**src/rtl/chan_mem_arb.sv**
```systemverilog
// chan_mem_arb: arbiter for the single-port per-channel state RAM.
// faw > far > sin, with starvation promotion for sin and a registered RAM port.
module chan_mem_arb #(
  parameter int ADDR_W   = 3,
  parameter int DATA_W   = 16,
  parameter int RD_LAT   = 1,
  parameter int MAX_WAIT = 4
) (
  input  logic              clk,
  input  logic              reset,
  input  logic              sin_req,
  input  logic [ADDR_W-1:0] sin_addr,
  input  logic [DATA_W-1:0] sin_wdata,
  output logic              sin_ack,
  input  logic              far_req,
  input  logic [ADDR_W-1:0] far_addr,
  output logic              far_ack,
  output logic [DATA_W-1:0] far_rdata,
  output logic              far_rvalid,
  input  logic              faw_req,
  input  logic [ADDR_W-1:0] faw_addr,
  input  logic [DATA_W-1:0] faw_wdata,
  output logic              faw_ack,
  output logic              mem_en,
  output logic              mem_we,
  output logic [ADDR_W-1:0] mem_addr,
  output logic [DATA_W-1:0] mem_wdata,
  input  logic [DATA_W-1:0] mem_rdata,
  output logic              err
);

  localparam int WC_W = 4;
  localparam logic [WC_W-1:0] WC_MAX = WC_W'(MAX_WAIT);

  logic [WC_W-1:0]   wait_cnt;
  logic [RD_LAT-1:0] rv_pipe;

  logic sin_el, far_el, faw_el, promote;
  logic gnt_sin, gnt_far, gnt_faw;

  logic              sin_req_q, far_req_q, faw_req_q;
  logic              sin_ack_q, far_ack_q, faw_ack_q;
  logic [ADDR_W-1:0] sin_addr_q, far_addr_q, faw_addr_q;
  logic [DATA_W-1:0] sin_wdata_q, faw_wdata_q;
  logic              sin_bad, far_bad, faw_bad;

  assign far_rdata  = mem_rdata;
  assign far_rvalid = rv_pipe[RD_LAT-1];

  // A requester's req is still visible while its ack is high; mask it.
  always_comb begin
    sin_el  = sin_req & ~sin_ack;
    far_el  = far_req & ~far_ack;
    faw_el  = faw_req & ~faw_ack;
    promote = sin_el & (wait_cnt == WC_MAX);
    gnt_sin = 1'b0;
    gnt_far = 1'b0;
    gnt_faw = 1'b0;
    if (promote)
      gnt_sin = 1'b1;
    else if (faw_el)
      gnt_faw = 1'b1;
    else if (far_el)
      gnt_far = 1'b1;
    else if (sin_el)
      gnt_sin = 1'b1;
  end

  // Pending = held last cycle without an ack; it must neither
  // disappear nor change its payload.
  always_comb begin
    sin_bad = sin_req_q & ~sin_ack_q &
      ((~sin_req & ~sin_ack) |
       (sin_req & ((sin_addr != sin_addr_q) |
                   (sin_wdata != sin_wdata_q))));
    far_bad = far_req_q & ~far_ack_q &
      ((~far_req & ~far_ack) |
       (far_req & (far_addr != far_addr_q)));
    faw_bad = faw_req_q & ~faw_ack_q &
      ((~faw_req & ~faw_ack) |
       (faw_req & ((faw_addr != faw_addr_q) |
                   (faw_wdata != faw_wdata_q))));
  end

  always_ff @(posedge clk) begin
    if (reset) begin
      sin_ack     <= 1'b0;
      far_ack     <= 1'b0;
      faw_ack     <= 1'b0;
      mem_en      <= 1'b0;
      mem_we      <= 1'b0;
      mem_addr    <= '0;
      mem_wdata   <= '0;
      wait_cnt    <= '0;
      rv_pipe     <= '0;
      err         <= 1'b0;
      sin_req_q   <= 1'b0;
      far_req_q   <= 1'b0;
      faw_req_q   <= 1'b0;
      sin_ack_q   <= 1'b0;
      far_ack_q   <= 1'b0;
      faw_ack_q   <= 1'b0;
      sin_addr_q  <= '0;
      far_addr_q  <= '0;
      faw_addr_q  <= '0;
      sin_wdata_q <= '0;
      faw_wdata_q <= '0;
    end else begin
      sin_ack <= gnt_sin;
      far_ack <= gnt_far;
      faw_ack <= gnt_faw;
      mem_en  <= gnt_sin | gnt_far | gnt_faw;
      mem_we  <= gnt_sin | gnt_faw;
      unique case (1'b1)
        gnt_faw: begin
          mem_addr  <= faw_addr;
          mem_wdata <= faw_wdata;
        end
        gnt_sin: begin
          mem_addr  <= sin_addr;
          mem_wdata <= sin_wdata;
        end
        gnt_far: mem_addr <= far_addr;
        default: ;
      endcase

      if (!sin_req || sin_ack || gnt_sin)
        wait_cnt <= '0;
      else if (wait_cnt != WC_MAX)
        wait_cnt <= wait_cnt + 1'b1;

      rv_pipe <= (rv_pipe << 1) | RD_LAT'(far_ack);
      err     <= err | sin_bad | far_bad | faw_bad;

      sin_req_q   <= sin_req;
      far_req_q   <= far_req;
      faw_req_q   <= faw_req;
      sin_ack_q   <= sin_ack;
      far_ack_q   <= far_ack;
      faw_ack_q   <= faw_ack;
      sin_addr_q  <= sin_addr;
      far_addr_q  <= far_addr;
      faw_addr_q  <= faw_addr;
      sin_wdata_q <= sin_wdata;
      faw_wdata_q <= faw_wdata;
    end
  end

endmodule

```
**config.mk**
```make
export PLATFORM = sky130hd
export DESIGN_NAME = chan_mem_arb
export DESIGN_NICKNAME = d
export VERILOG_FILES = /design/src/rtl/chan_mem_arb.sv
export SDC_FILE = /design/constraint.sdc
export NUM_CORES = 1
export LEC_CHECK = 0
export ABC_AREA = 1
export CORE_ASPECT_RATIO = 0.8
export CORE_UTILIZATION = 38
export CTS_CLUSTER_DIAMETER = 40
export DETAILED_ROUTE_END_ITERATION = 12
export GPL_ROUTABILITY_DRIVEN = 0
export GPL_TIMING_DRIVEN = 0
export MAX_ROUTING_LAYER = met4
export PLACE_DENSITY = 0.7
export SETUP_SLACK_MARGIN = 0.1
export SLEW_MARGIN = 20
export SYNTH_ARGS = -nofsm -noshare
export SYNTH_HDL_FRONTEND = slang
export SYNTH_SLANG_ARGS = --single-unit
```
**constraint.sdc**
```tcl
create_clock -name clk -period 1.4 [get_ports clk]
set_clock_uncertainty 0.15 [all_clocks]
set_input_delay 0.21 -clock clk [delete_from_list [all_inputs] [get_ports clk]]
set_output_delay 0.21 -clock clk [all_outputs]
set_load 0.03 [all_outputs]
```
# Word-level counts from Yosys, hierarchy flattened
# Cells that the tools add are included.
# totals
reg_bits	76
latch_bits	0
ram_bits	0
mem_bits_ro	0
inputBits	62
output_inout_bits	42
elab_cells	81
memories	0
# classes
addsub	1
multipliers	0
n_div	0
magnitude_cmp	0
eq_ne	7
shifts	0
muxes	11
n_bitwise	36
n_reduce_logical	6
# op_table
op	n
!= test 16 bit	2
case mux 16 bit (2 select lines)	1
bitwise AND 1 bit	16
bitwise OR 1 bit	11
2-to-1 mux 1 bit	9
!= test 3 bit	3
inverter 1 bit	9
case mux 3 bit (3 select lines)	1
adder 4 x 1 -> 4 bit (second input constant)	1
== test 4 x 3 -> 1 bit (second input constant)	1
!= test 4 x 3 -> 1 bit (second input constant)	1
nonzero test 3 bit	1
logical OR 1 bit	2
nonzero test 2 bit	1
OR reduction 2 bit	1
zero test 1 bit	1

# Logic depth before layout (Yosys ltp)
# Gate-level depths: netlist of the first run.
# depth
ltp_word	8
ltp_mapped	11

# Worst setup path after synthesis of the first run
# No wires, ideal clock.
# synth_timing
path_type	reg-to-reg
startpoint	register faw_ack
endpoint	register mem_wdata[0]
setup_ns	0.119
arrival_ns	1.217
path_slack_ns	-0.087
path_stages_with_launch	7
path_buffers	1
period_less_slack_ns	1.487
path_cell_list	dfxtp_1 -> nor2_4 -> o21ai_2 -> nand2_4 -> inv_4 -> buf_2 -> a21oi_1
# synth_via
elab_chain_len	5
word_cells_on_any_way	8
cone_classes	mux (5); bitwise (2); reduce/logical (1)
# synth_rtl
item	line	source
start: declaration	23	output logic faw_ack,
start signal: assignment	111	faw_ack <= gnt_faw;
inverter 1 bit (*)	54	faw_el = faw_req & ~faw_ack;
bitwise AND 1 bit (*)	54	
2-to-1 mux 1 bit	61	else if (faw_el)
2-to-1 mux 1 bit	59	if (promote)
case mux 16 bit (2 select lines) / nonzero test 2 bit (equally long branches)	n/a	
end signal: assignment	117	mem_wdata <= faw_wdata;
end signal: assignment	121	mem_wdata <= sin_wdata;
end: declaration	27	output logic [DATA_W-1:0] mem_wdata,
# Every way passes the cells marked *; elsewhere a longest branch is shown, timed or not.
# A chain may end at the register's enable or synchronous reset.

# Worst setup path in the final report of the first run
# layout_timing
startpoint	register wait_cnt[1]
endpoint	register mem_addr[2]
# layout_via
elab_chain_len	4
word_cells_on_any_way	7
cone_classes	eq/ne (1); mux (4); bitwise (1); reduce/logical (1)
# layout_rtl
item	line	source
start: declaration	35	logic [WC_W-1:0] wait_cnt;
start signal: assignment	130	wait_cnt <= wait_cnt + 1'b1;
== test 4 x 3 -> 1 bit (*)	55	promote = sin_el & (wait_cnt == WC_MAX);
bitwise AND 1 bit (*)	55	
2-to-1 mux 1 bit	59	
case mux 3 bit (3 select lines) / nonzero test 3 bit (equally long branches)	n/a	
end signal: assignment	116	mem_addr <= faw_addr;
end signal: assignment	120	mem_addr <= sin_addr;
end signal: assignment	123	gnt_far: mem_addr <= far_addr;
end: declaration	26	output logic [ADDR_W-1:0] mem_addr,
# Marks and branches as above.

==> results.md, run 1 <==
* Outcome: complete, but fails checks
* Failing checks: hold timing, setup timing
* Drt wl/cell at roughly 13 um
* Gr ovfl total at 0
* CP max stage cell: dfxtp_2
* PD cells at 1071 mW/mm2
* Int Pwr at 3681 uW
* Startpoint Class: register
* Total power at 5209 uW
* Rows at 30
* Fin crit share at 109.2%
* Die Wd at between 100 and 150 um
* Max transition margin at between 50 and 60%
* CTS max path bufs at 2
* Setup WS post-layout at -0.1285 ns
* Area grow syn2layout at 43.36%
* CTS sink count at 76
* Clk root buf: clkbuf_8
* Hpwl dp at 6647 um
* Comb pwr share at 21.4%
* Crit path time final at 1.529 ns
* Starting density of the core at about 40%
* CTS tree: yes
* Synth Instances at about 500
* Synth Area in Compound Gates at ~10%
* Non-Filler Instances at 720
* Clk Latency, worst-skew pair at 0.35 ns
* Xor and xnor area share after synthesis at between 2 and 2.5%
* Final Setup Violations at 24
* Yosys reg bits at 76
* Crit-path cells: inv_2 > ha_4 > nand3_4 > inv_2 > nand2_2 > nand3_4 > nand3_2 > o21ai_2 > nor2_1
* Top-Level Pins at 104
* Commonest non-fill, non-tap cell in the layout: nand2_1
* Worst Path Buf+Inv at 2
* Largest net degree at the start of global routing at 13
* Clk pwr share at 33.0%
* Final WL at 9253 um
* CTS Buf Count at 9
* Sequential share of power at 45.6%
* # diodes at 0
* Vias in the first global route at 3,029
* Port bufs at 86
* Switching power at 1528 uW
* Final core utilization at 56.84%
* Total Die Area at 0.009314 mm2
* Maximum vdd drop at 0.5647 mV
* Max_cap viols at 0
* F_max at 654.2 MHz
* Class of the worst hold path: in2reg
* Critical path's largest stage delay at around 0.34 ns
* First-pass GRT wire length at 14,120 um
* Core area at 0.008558 mm2
* Post-Route Setup TNS at -1.474 ns
* H-tree depth at 3
* Crit path max-delay family: simple AND/OR/NAND/NOR gates
* Post-Synth Simple-Gate Area at 26.81%
* Lkg Pwr at 0.002468 uW
* Cells after DPL at 692
* RSZ-0062 raised after global routing: yes
* Tot GR Track Use at 20.53%
* NumNets Final at 667
* Clock transition at the registers of the reported paths at 0.08 ns
* Routed via count at between 3,000 and 4,000
* Critical Path AT at 1.63 ns
* Adder-Cell Fraction of Synth Area at less than 1%
* Most frequent cells in the layout: nand2_1 (111), nor2_1 (80), dfxtp_1 (62), inv_1 (47), inv_2 (37)
* DRC Markers at 0
* Count of cell types in the netlist at 28
* Synth Area per Inst at 6.869 um2
* Sw frac at 29.33%
* Fin. max-slew vios at 0
* Multiplexer area fraction after synthesis at 0%
* Initial antenna violation count at 0
* Die Height at 86.52 um
* Share of cells above drive strength 1 at 28.78%
* Critical Path RT at 1.50 ns
* First-pass detailed-route iteration total at 4
* Final hold vios at 1
* Sequential area share after synthesis at 44.84%
* Synthesized area at 0.003393 mm2
* Hold Slack at -0.02011 ns
* Worst Path Max Fanout at 6
* Main combinational cell family by area after synthesis: simple AND/OR/NAND/NOR gates
* Yosys warning total at 0
* Least-Margin Pin Slew at 0.6423 ns
* Crit path kind: reg2reg
* Antenna Nets Post-Route at 0
* Vias/cell at 4.611
* 1st-iter DRT viols at 191
* Synth Net Count at 558
* CP Capture Type: register
## cell type report
cell class                      count  area, um2
Buffer                             30      219.0
Clock buffer                       12      155.1
Clock inverter                      4      47.55
Fill cell                         799       3694
Inverter                           86      332.8
Multi-Input combinational cell    302       1525
Sequential cell                    76       1541
Tap cell                          112      140.1
Timing Repair Buffer               98      903.4
## routing by layer
metal / vias to the layer above / global-route usage [%] / routed length (um)
li1: 1692 / - / -
met1: 1500 / 26.49 / 4166
met2: 116 / 31.64 / 4203
met3: 12 / 5.865 / 753
met4: 0 / 5.106 / 130
met5: - / - / 0
## repair_timing
| item | 4_1_cts | 5_1_grt |
|---|---|---|
| endpoints found under the setup margin | 56 | 49 |
| hold buffers | 0 | 1 |
| pin swaps | 16 | 17 |
| gates resized for setup | 192 | 91 |
| hold endpoints to repair | 0 | 1 |
| setup buffers | 6 | 3 |
| cloned | 1 | 1 |
## power by group through the flow
stage / clock [uW] / combinational [uW] / sequential (uW)
4_1_cts: 1730 / 1030 / 2370
2_1_floorplan: 0 / 498 / 2530
6_report: 1720 / 1110 / 2380
3_3_place_gp: 0 / 1020 / 2420
5_1_grt: 1820 / 1210 / 2390
3_5_place_dp: 0 / 1040 / 2420
## final timing paths
path	start	to	slack, ns	depth (start not counted)
setup / recovery	wait_cnt[1]$_SDFFE_PP0P_	mem_addr[2]$_SDFFE_PP0P_	-0.13	9
hold / removal	faw_wdata[7]	faw_wdata_q[7]$_SDFF_PP0_	-0.02	3
setup reg to reg	wait_cnt[1]$_SDFFE_PP0P_	mem_addr[2]$_SDFFE_PP0P_	-0.13	9
hold reg to reg	far_ack$_SDFF_PP0_	far_ack_q$_SDFF_PP0_	0.34	2
## cell families after synthesis
| group | Yosys count |
|---|---|
| buffers and inverters | 116 |
| xor gates and xnor gates | 8 |
| AOI/OAI and AO/OA | 68 |
| and+or+nand+nor | 224 |
| DFF | 76 |
| adders and majority gates | 2 |
## state kept, by name (all words and copies together), names as in the netlist
signal,count
faw_ack,1
mem_en,1
sin_addr_q,3
err,1
mem_wdata,16
sin_wdata_q,16
faw_addr_q,3
faw_ack_q,1
far_addr_q,3
sin_ack_q,1
faw_req_q,1
sin_req_q,1
far_ack_q,1
far_req_q,1
sin_ack,1
mem_addr,3
faw_wdata_q,16
far_ack,1
wait_cnt,4
mem_we,1
## tightest hold or removal path, delay by kind of cell
| kind | cells | cell delay [ns] |
|---|---|---|
| buffers and inverters | 2 | 0.16 |
| and+or+nand+nor | 1 | 0.07 |
## synth_stat cells
library cell	number	area share [%]
nand2_1	117	13
nor2_1	85	9.4
inv_1	81	9.0
dfxtp_1	76	45
o21ai_1	26	3.8
a21oi_1	24	3.5
buf_4	16	3.5
o21ai_0	14	2.1
nand3_1	10	1.5
clkbuf_1	7	0.77
xnor2_1	6	1.5
buf_2	4	0.59
inv_2	4	0.44
nor3b_1	3	0.66
o22ai_1	3	0.55
buf_6	2	0.66
ha_1	2	0.74
nand3_2	2	0.59
nor2_4	2	0.66
xor2_1	2	0.52
clkbuf_2	1	0.15
inv_4	1	0.18
nand2_4	1	0.33
nand4_1	1	0.18
nor2_2	1	0.18
o21ai_2	1	0.26
or2_2	1	0.18
or3_1	1	0.18
## metrics by stage
| stage | setup slack, ns | instance area, um2 |
|---|---|---|
| floorplan | 0.02525 | 3435 |
| global placement | -0.4503 | 4436 |
| detailed placement | -0.4404 | 4436 |
| CTS | -0.04097 | 4609 |
| global route | -0.2042 | 4865 |
| finish | -0.1285 | 4865 |
No activity file was read; power rests on OpenSTA's default activity.
==> inputs of run 2 (changes only) <==
--- a/config.mk
+++ b/config.mk
@@ -6,8 +6,10 @@
 export NUM_CORES = 1
 export LEC_CHECK = 0
 export ABC_AREA = 1
+export CAP_MARGIN = 20
 export CORE_ASPECT_RATIO = 0.8
 export CORE_UTILIZATION = 38
+export CTS_BUF_LIST = sky130_fd_sc_hd__clkbuf_4
 export CTS_CLUSTER_DIAMETER = 40
 export DETAILED_ROUTE_END_ITERATION = 12
 export GPL_ROUTABILITY_DRIVEN = 0
==> results.md, run 2 (synthesized netlist as in run 1, its figures left out) <==
* Hpwl dp at approximately 6600 um
* Drt wl/cell at 12.75 um
* Max transition margin at 61.91%
* Placed inst area at 0.004436 mm2
* Crit path time final at approximately 1.6 ns
* DRC Markers at 0
* Top-Level Pins at 104
* Final Setup Violations at 24
* Total power at 4870 uW
* 1st-iter DRT viols at about 170
* Worst Path Max Fanout at 6
* Outcome: complete, but fails checks
* Least-Margin Pin Slew at 0.5713 ns
* # diodes at 0
* H-tree depth at 3
* Clk Latency, worst-skew pair at between 0.4 and 0.5 ns
* Rows at 30
* Startpoint Class: register
* Setup WS post-layout at -0.1500 ns
* Total Die Area at 0.009314 mm2
* Initial antenna violation count at 0
* Worst R2R Start: wait_cnt[1]$_SDFFE_PP0P_
* Routed via count at 3,304
* First-pass detailed-route iteration total at 4
* Clock transition at the registers of the reported paths at around 0.12 ns
* NumNets Final at 669
* Area grow syn2layout at 44.76%
* Die Wd at 107.7 um
* Most frequent cells in the layout: nand2_1 (112), nor2_1 (82), inv_1 (77), dfxtp_1 (47), clkdlybuf4s50_1 (43)
* Port bufs at 86
* Failing checks: setup timing
* Fin crit share at 110.7%
* Critical Path AT at 1.72 ns
* Vias in the first global route at 3,012
* Die Height at 86.52 um
* Fin. max-slew vios at 0
* Hold path startpoint: reset
* Non-Filler Instances at 722
* CP Capture Type: register
* Share of cells above drive strength 1 at 24.43%
* FF/Latch Area at 0.001563 mm2
* R2R depth at 9
* CTS tree: yes
* Final core utilization at 57.40%
* Final hold vios at 0
* Antenna Nets Post-Route at 0
* CTS Buf Count at 9
* Gr ovfl total at 0
* PD cells at ~990 mW/mm2
* Worst reg2reg endpoint: mem_addr[1]$_SDFFE_PP0P_
* Commonest non-fill, non-tap cell in the layout: nand2_1
* Top flop regs: faw_wdata_q x16, mem_wdata x16, sin_wdata_q x16
* Starting density of the core at 39.65%
* Core area at 0.008558 mm2
* Hold worst-path end: mem_wdata[10]$_SDFFE_PP0P_
* Filler instances at between 700 and 800
* Tot GR Track Use at between 20% and 30%
* Class of the worst hold path: in2reg
* Clk root buf: clkbuf_4
* F_max at 645.2 MHz
* Crit path kind: reg2reg
* Vias/cell at 4.576
* RSZ-0062 raised after global routing: yes
* Maximum vdd drop at 0.4135 mV
* Cells after DPL at between 600 and 700
* Lkg Pwr at between 0.002 and 0.0025 uW
* Critical Path RT at 1.57 ns
* Area occupied by multi-input gates at roughly 0.0015 mm2
* First-pass GRT wire length at approximately 14,000 um
* CTS sink count at 76
* Setup crit start: wait_cnt[1]$_SDFFE_PP0P_
* R2R setup slack at -0.15 ns
* Hold Path Stages at 4
* Final Cell Area at 0.004912 mm2
* Max_cap viols at 0
* CTS max path bufs at 2
* Final WL at just over 9000 um
* Largest net degree at the start of global routing at 13
[run 2: changes by cell type in the layout (fill, tap and decap cells not counted), moves of 9 or more]
cell | previous run | this run
buf_2 | 15 | 1
buf_6 | 5 | 27
clkbuf_4 | 1 | 10
clkbuf_8 | 11 | 0
clkdlybuf4s50_1 | 25 | 43
dfxtp_1 | 62 | 47
dfxtp_2 | 13 | 27
dlygate4sd2_1 | 17 | 4
inv_1 | 47 | 77
inv_2 | 37 | 7
[run 2: metrics by stage]
step	hold WS [ns]	worst slack (ns)	TNS (ns)
2_1_floorplan	0.1768	0.02525	0
3_3_place_gp	0.2798	-0.4503	-9.297
3_5_place_dp	0.2821	-0.4404	-9.933
4_1_cts	0.1295	-0.04426	-0.6442
5_1_grt	0.2005	-0.2184	-3.714
6_report	0.1604	-0.1500	-1.732
[run 2: routing by layer]
layer	track usage, %	up-vias	part of all wire, %
li1	-	1695	-
met1	26.26	1488	45
met2	31.29	111	46
met3	5.263	10	7.9
met4	5.604	0	1.1
met5	-	-	0
[run 2: area by class of cell]
type	instances	share of cell area, %
Clock buffer	10	1.528
Buffer	30	4.407
Inverter	86	6.775
Clock inverter	6	1.121
Multi-Input combinational cell	302	30.29
Timing Repair Buffer	100	21.22
Sequential cell	76	31.81
Tap cell	112	2.853
[run 2: power by group]
group	internal (uW)	leakage (uW)	total (uW)	switching, uW
Sequential	2310	0.000641	2400	85.9
Clock	547	0.0000712	1310	759
Combinational	534	0.00174	1170	633
[run 2: critical path, cell delays in order, from the launching register on]
cell and delay (ns):
dfxtp_2 0.35, inv_2 0.06, ha_4 0.14, nand3_4 0.08, inv_2 0.10, nand2_4 0.07, nand3_4 0.10, nand3_2 0.16
o21ai_1 0.17, nor2_1 0.06
[run 2: how the worst max path moves through the flow]
stage                           endpoint  slack (ns)  cells past startpoint
6_report        mem_addr[1]$_SDFFE_PP0P_       -0.15                      9
5_1_grt         mem_addr[1]$_SDFFE_PP0P_       -0.22                      9
4_1_cts         mem_addr[1]$_SDFFE_PP0P_       -0.04                      9
3_5_place_dp              err$_SDFF_PP0_       -0.44                     12
3_3_place_gp              err$_SDFF_PP0_       -0.45                     12
2_1_floorplan  mem_wdata[0]$_SDFFE_PP0P_        0.03                      9
[run 2: repair_timing]
action                                  CTS  global route
hold buffers                              0             1
gates cloned                              1             1
endpoints found under the setup margin   56            64
setup buffers                             5             6
gates resized for setup                 212            56
pin swaps                                 7             9
endpoints found under the hold margin     0             1
==> inputs of run 3 (changes only) <==
--- a/config.mk
+++ b/config.mk
@@ -6,6 +6,7 @@
 export NUM_CORES = 1
 export LEC_CHECK = 0
 export ABC_AREA = 1
+export ABC_CLOCK_PERIOD_IN_PS = 1400
 export CAP_MARGIN = 20
 export CORE_ASPECT_RATIO = 0.8
 export CORE_UTILIZATION = 38
@@ -13,7 +14,6 @@
 export CTS_CLUSTER_DIAMETER = 40
 export DETAILED_ROUTE_END_ITERATION = 12
 export GPL_ROUTABILITY_DRIVEN = 0
-export GPL_TIMING_DRIVEN = 0
 export MAX_ROUTING_LAYER = met4
 export PLACE_DENSITY = 0.7
 export SETUP_SLACK_MARGIN = 0.1
==> results.md, run 3 (synthesized netlist as in run 1, its figures left out) <==
* Critical Path AT at 1.69 ns
* CP max stage cell: dfxtp_2
* Post-Route Setup TNS at -0.2797 ns
* CTS tree: yes
* Tot GR Track Use at 19.84%
* Core area at 0.008558 mm2
* First-pass GRT wire length at 13,740 um
* NumNets Final at 672
* Critical Path RT at roughly 1.6 ns
* Most frequent cells in the layout: nand2_1 (111), nor2_1 (85), inv_1 (77), buf_4 (59), clkdlybuf4s50_1 (45)
* DRC Markers at 0
* Final hold vios at 0
* Starting density of the core at 39.65%
* F_max at between 600 and 700 MHz
* Die Wd at approximately 110 um
* Setup WS post-layout at -0.08429 ns
* Area occupied by multi-input gates at 0.001483 mm2
* Die Height at between 80 and 90 um
* Rows at 30
* Final WL at roughly 8600 um
* Setup WS pre-CTS at -0.4317 ns
* Share of cells above drive strength 1 at 28.31%
* CP Capture Type: register
* Hold Slack at 0.2386 ns
* Clk Latency, worst-skew pair at 0.42 ns
* Port bufs at 71
* Max_cap viols at 0
* R2R setup slack at -0.08 ns
* Area grow syn2layout at 43.14%
* # diodes at 0
* Antenna Nets Post-Route at 0
* CTS Buf Count at 9
* H-tree depth at 3
* CTS max path bufs at 2
* Outcome: complete, but fails checks
* Largest net degree at the start of global routing at 34
* Crit-path cells: inv_2 > ha_4 > nand3_4 > inv_2 > nand2_4 > nand2_2 > inv_2 > a21oi_1 > nor2_1 > nor2_1
* Max transition margin at 79.36%
* Final Setup Violations at 6
* Fin. max-slew vios at 0
* Worst Path Max Fanout at 4
* Routed via count at 3,228
* CTS sink count at 76
* Class of the worst hold path: in2reg
* Vias in the first global route at 3,089
* RSZ-0062 raised after global routing: yes
* Clk root buf: clkbuf_4
* Least-Margin Pin Slew at 0.3089 ns
* Fin crit share at 106.0%
* Critical path's largest stage delay at 0.34 ns
* Lkg Pwr at 0.002364 uW
* Gr ovfl total at 0
* Crit path time final at 1.484 ns
* Top-Level Pins at between 100 and 150
* Crit path kind: reg2reg
* Failing checks: setup timing
* FF/Latch Area at 0.001575 mm2
* Initial antenna violation count at 0
* PD cells at a little over 900 mW/mm2
* Drt wl/cell at around 12 um
* Maximum vdd drop at 0.3592 mV
* First-pass detailed-route iteration total at 4
* Startpoint Class: register
* Clock transition at the registers of the reported paths at 0.12 ns
* Total Die Area at about 0.0093 mm2
* 1st-iter DRT viols at 160
* Top flop regs: faw_wdata_q x16, mem_wdata x16, sin_wdata_q x16
* Vias/cell at 4.465
* Most used cell, CP: inv_2
* Filler instances at around 780
* Commonest non-fill, non-tap cell in the layout: nand2_1
* CTS Hold Bufs at 0
* Hpwl dp at between 6000 and 7000 um
-- run 3: critical path: cells and delay by family, from the launching register on --
kind | cells | cell delay, ns
compound gates | 1 | 0.16
fa+ha+maj | 1 | 0.14
buf+inv | 3 | 0.23
flops | 1 | 0.34
simple gates | 5 | 0.41
-- run 3: layer usage --
metal  track usage [%]  share of wire [%]
met2             30.94                 45
met3             4.511                5.4
met4             5.479                1.4
met1             25.84                 48
met5                 -                  0
-- run 3: final timing paths --
path                                  from  cells after the start                   endpoint
setup / recovery  wait_cnt[0]$_SDFFE_PP0P_                     10   mem_addr[2]$_SDFFE_PP0P_
hold / removal                sin_wdata[9]                      3  sin_wdata_q[9]$_SDFF_PP0_
setup reg to reg  wait_cnt[0]$_SDFFE_PP0P_                     10   mem_addr[2]$_SDFFE_PP0P_
hold reg to reg   wait_cnt[3]$_SDFFE_PP0P_                      2   wait_cnt[3]$_SDFFE_PP0P_
-- run 3: metrics by stage --
step	area [um2]	power (uW)	instances	util (%)
floorplan	3435	3031	494	-
global placement	4474	3401	700	52.28
detailed placement	4474	3421	700	52.28
CTS	4733	4522	717	55.31
global route	4857	4785	723	56.75
finish	4857	4545	723	56.75
-- run 3: timing repair --
item / 4_1_cts / 5_1_grt
pin swaps: 6 / 13
resized for setup: 132 / 25
setup buffers: 3 / 5
setup endpoints to repair: 52 / 46
gates cloned: 0 / 1
-- run 3: power by group --
| part | internal (uW) | switching [uW] | leakage (uW) |
|---|---|---|---|
| sequential | 2310 | 86.9 | 0.000643 |
| combinational | 532 | 575 | 0.00167 |
| clock | 323 | 717 | 0.0000539 |
| total | 3170 | 1380 | 0.00236 |
-- run 3: layout make-up --
type                    count  area share [%]
well taps                 112           2.885
repair buffers            132           25.24
clock inverters             5          0.4379
flip-flops and latches     76           32.43
inverters                  86           6.904
multi-input cells         302           30.53
repair inverters            1          0.1803
clock buffers               9           1.391
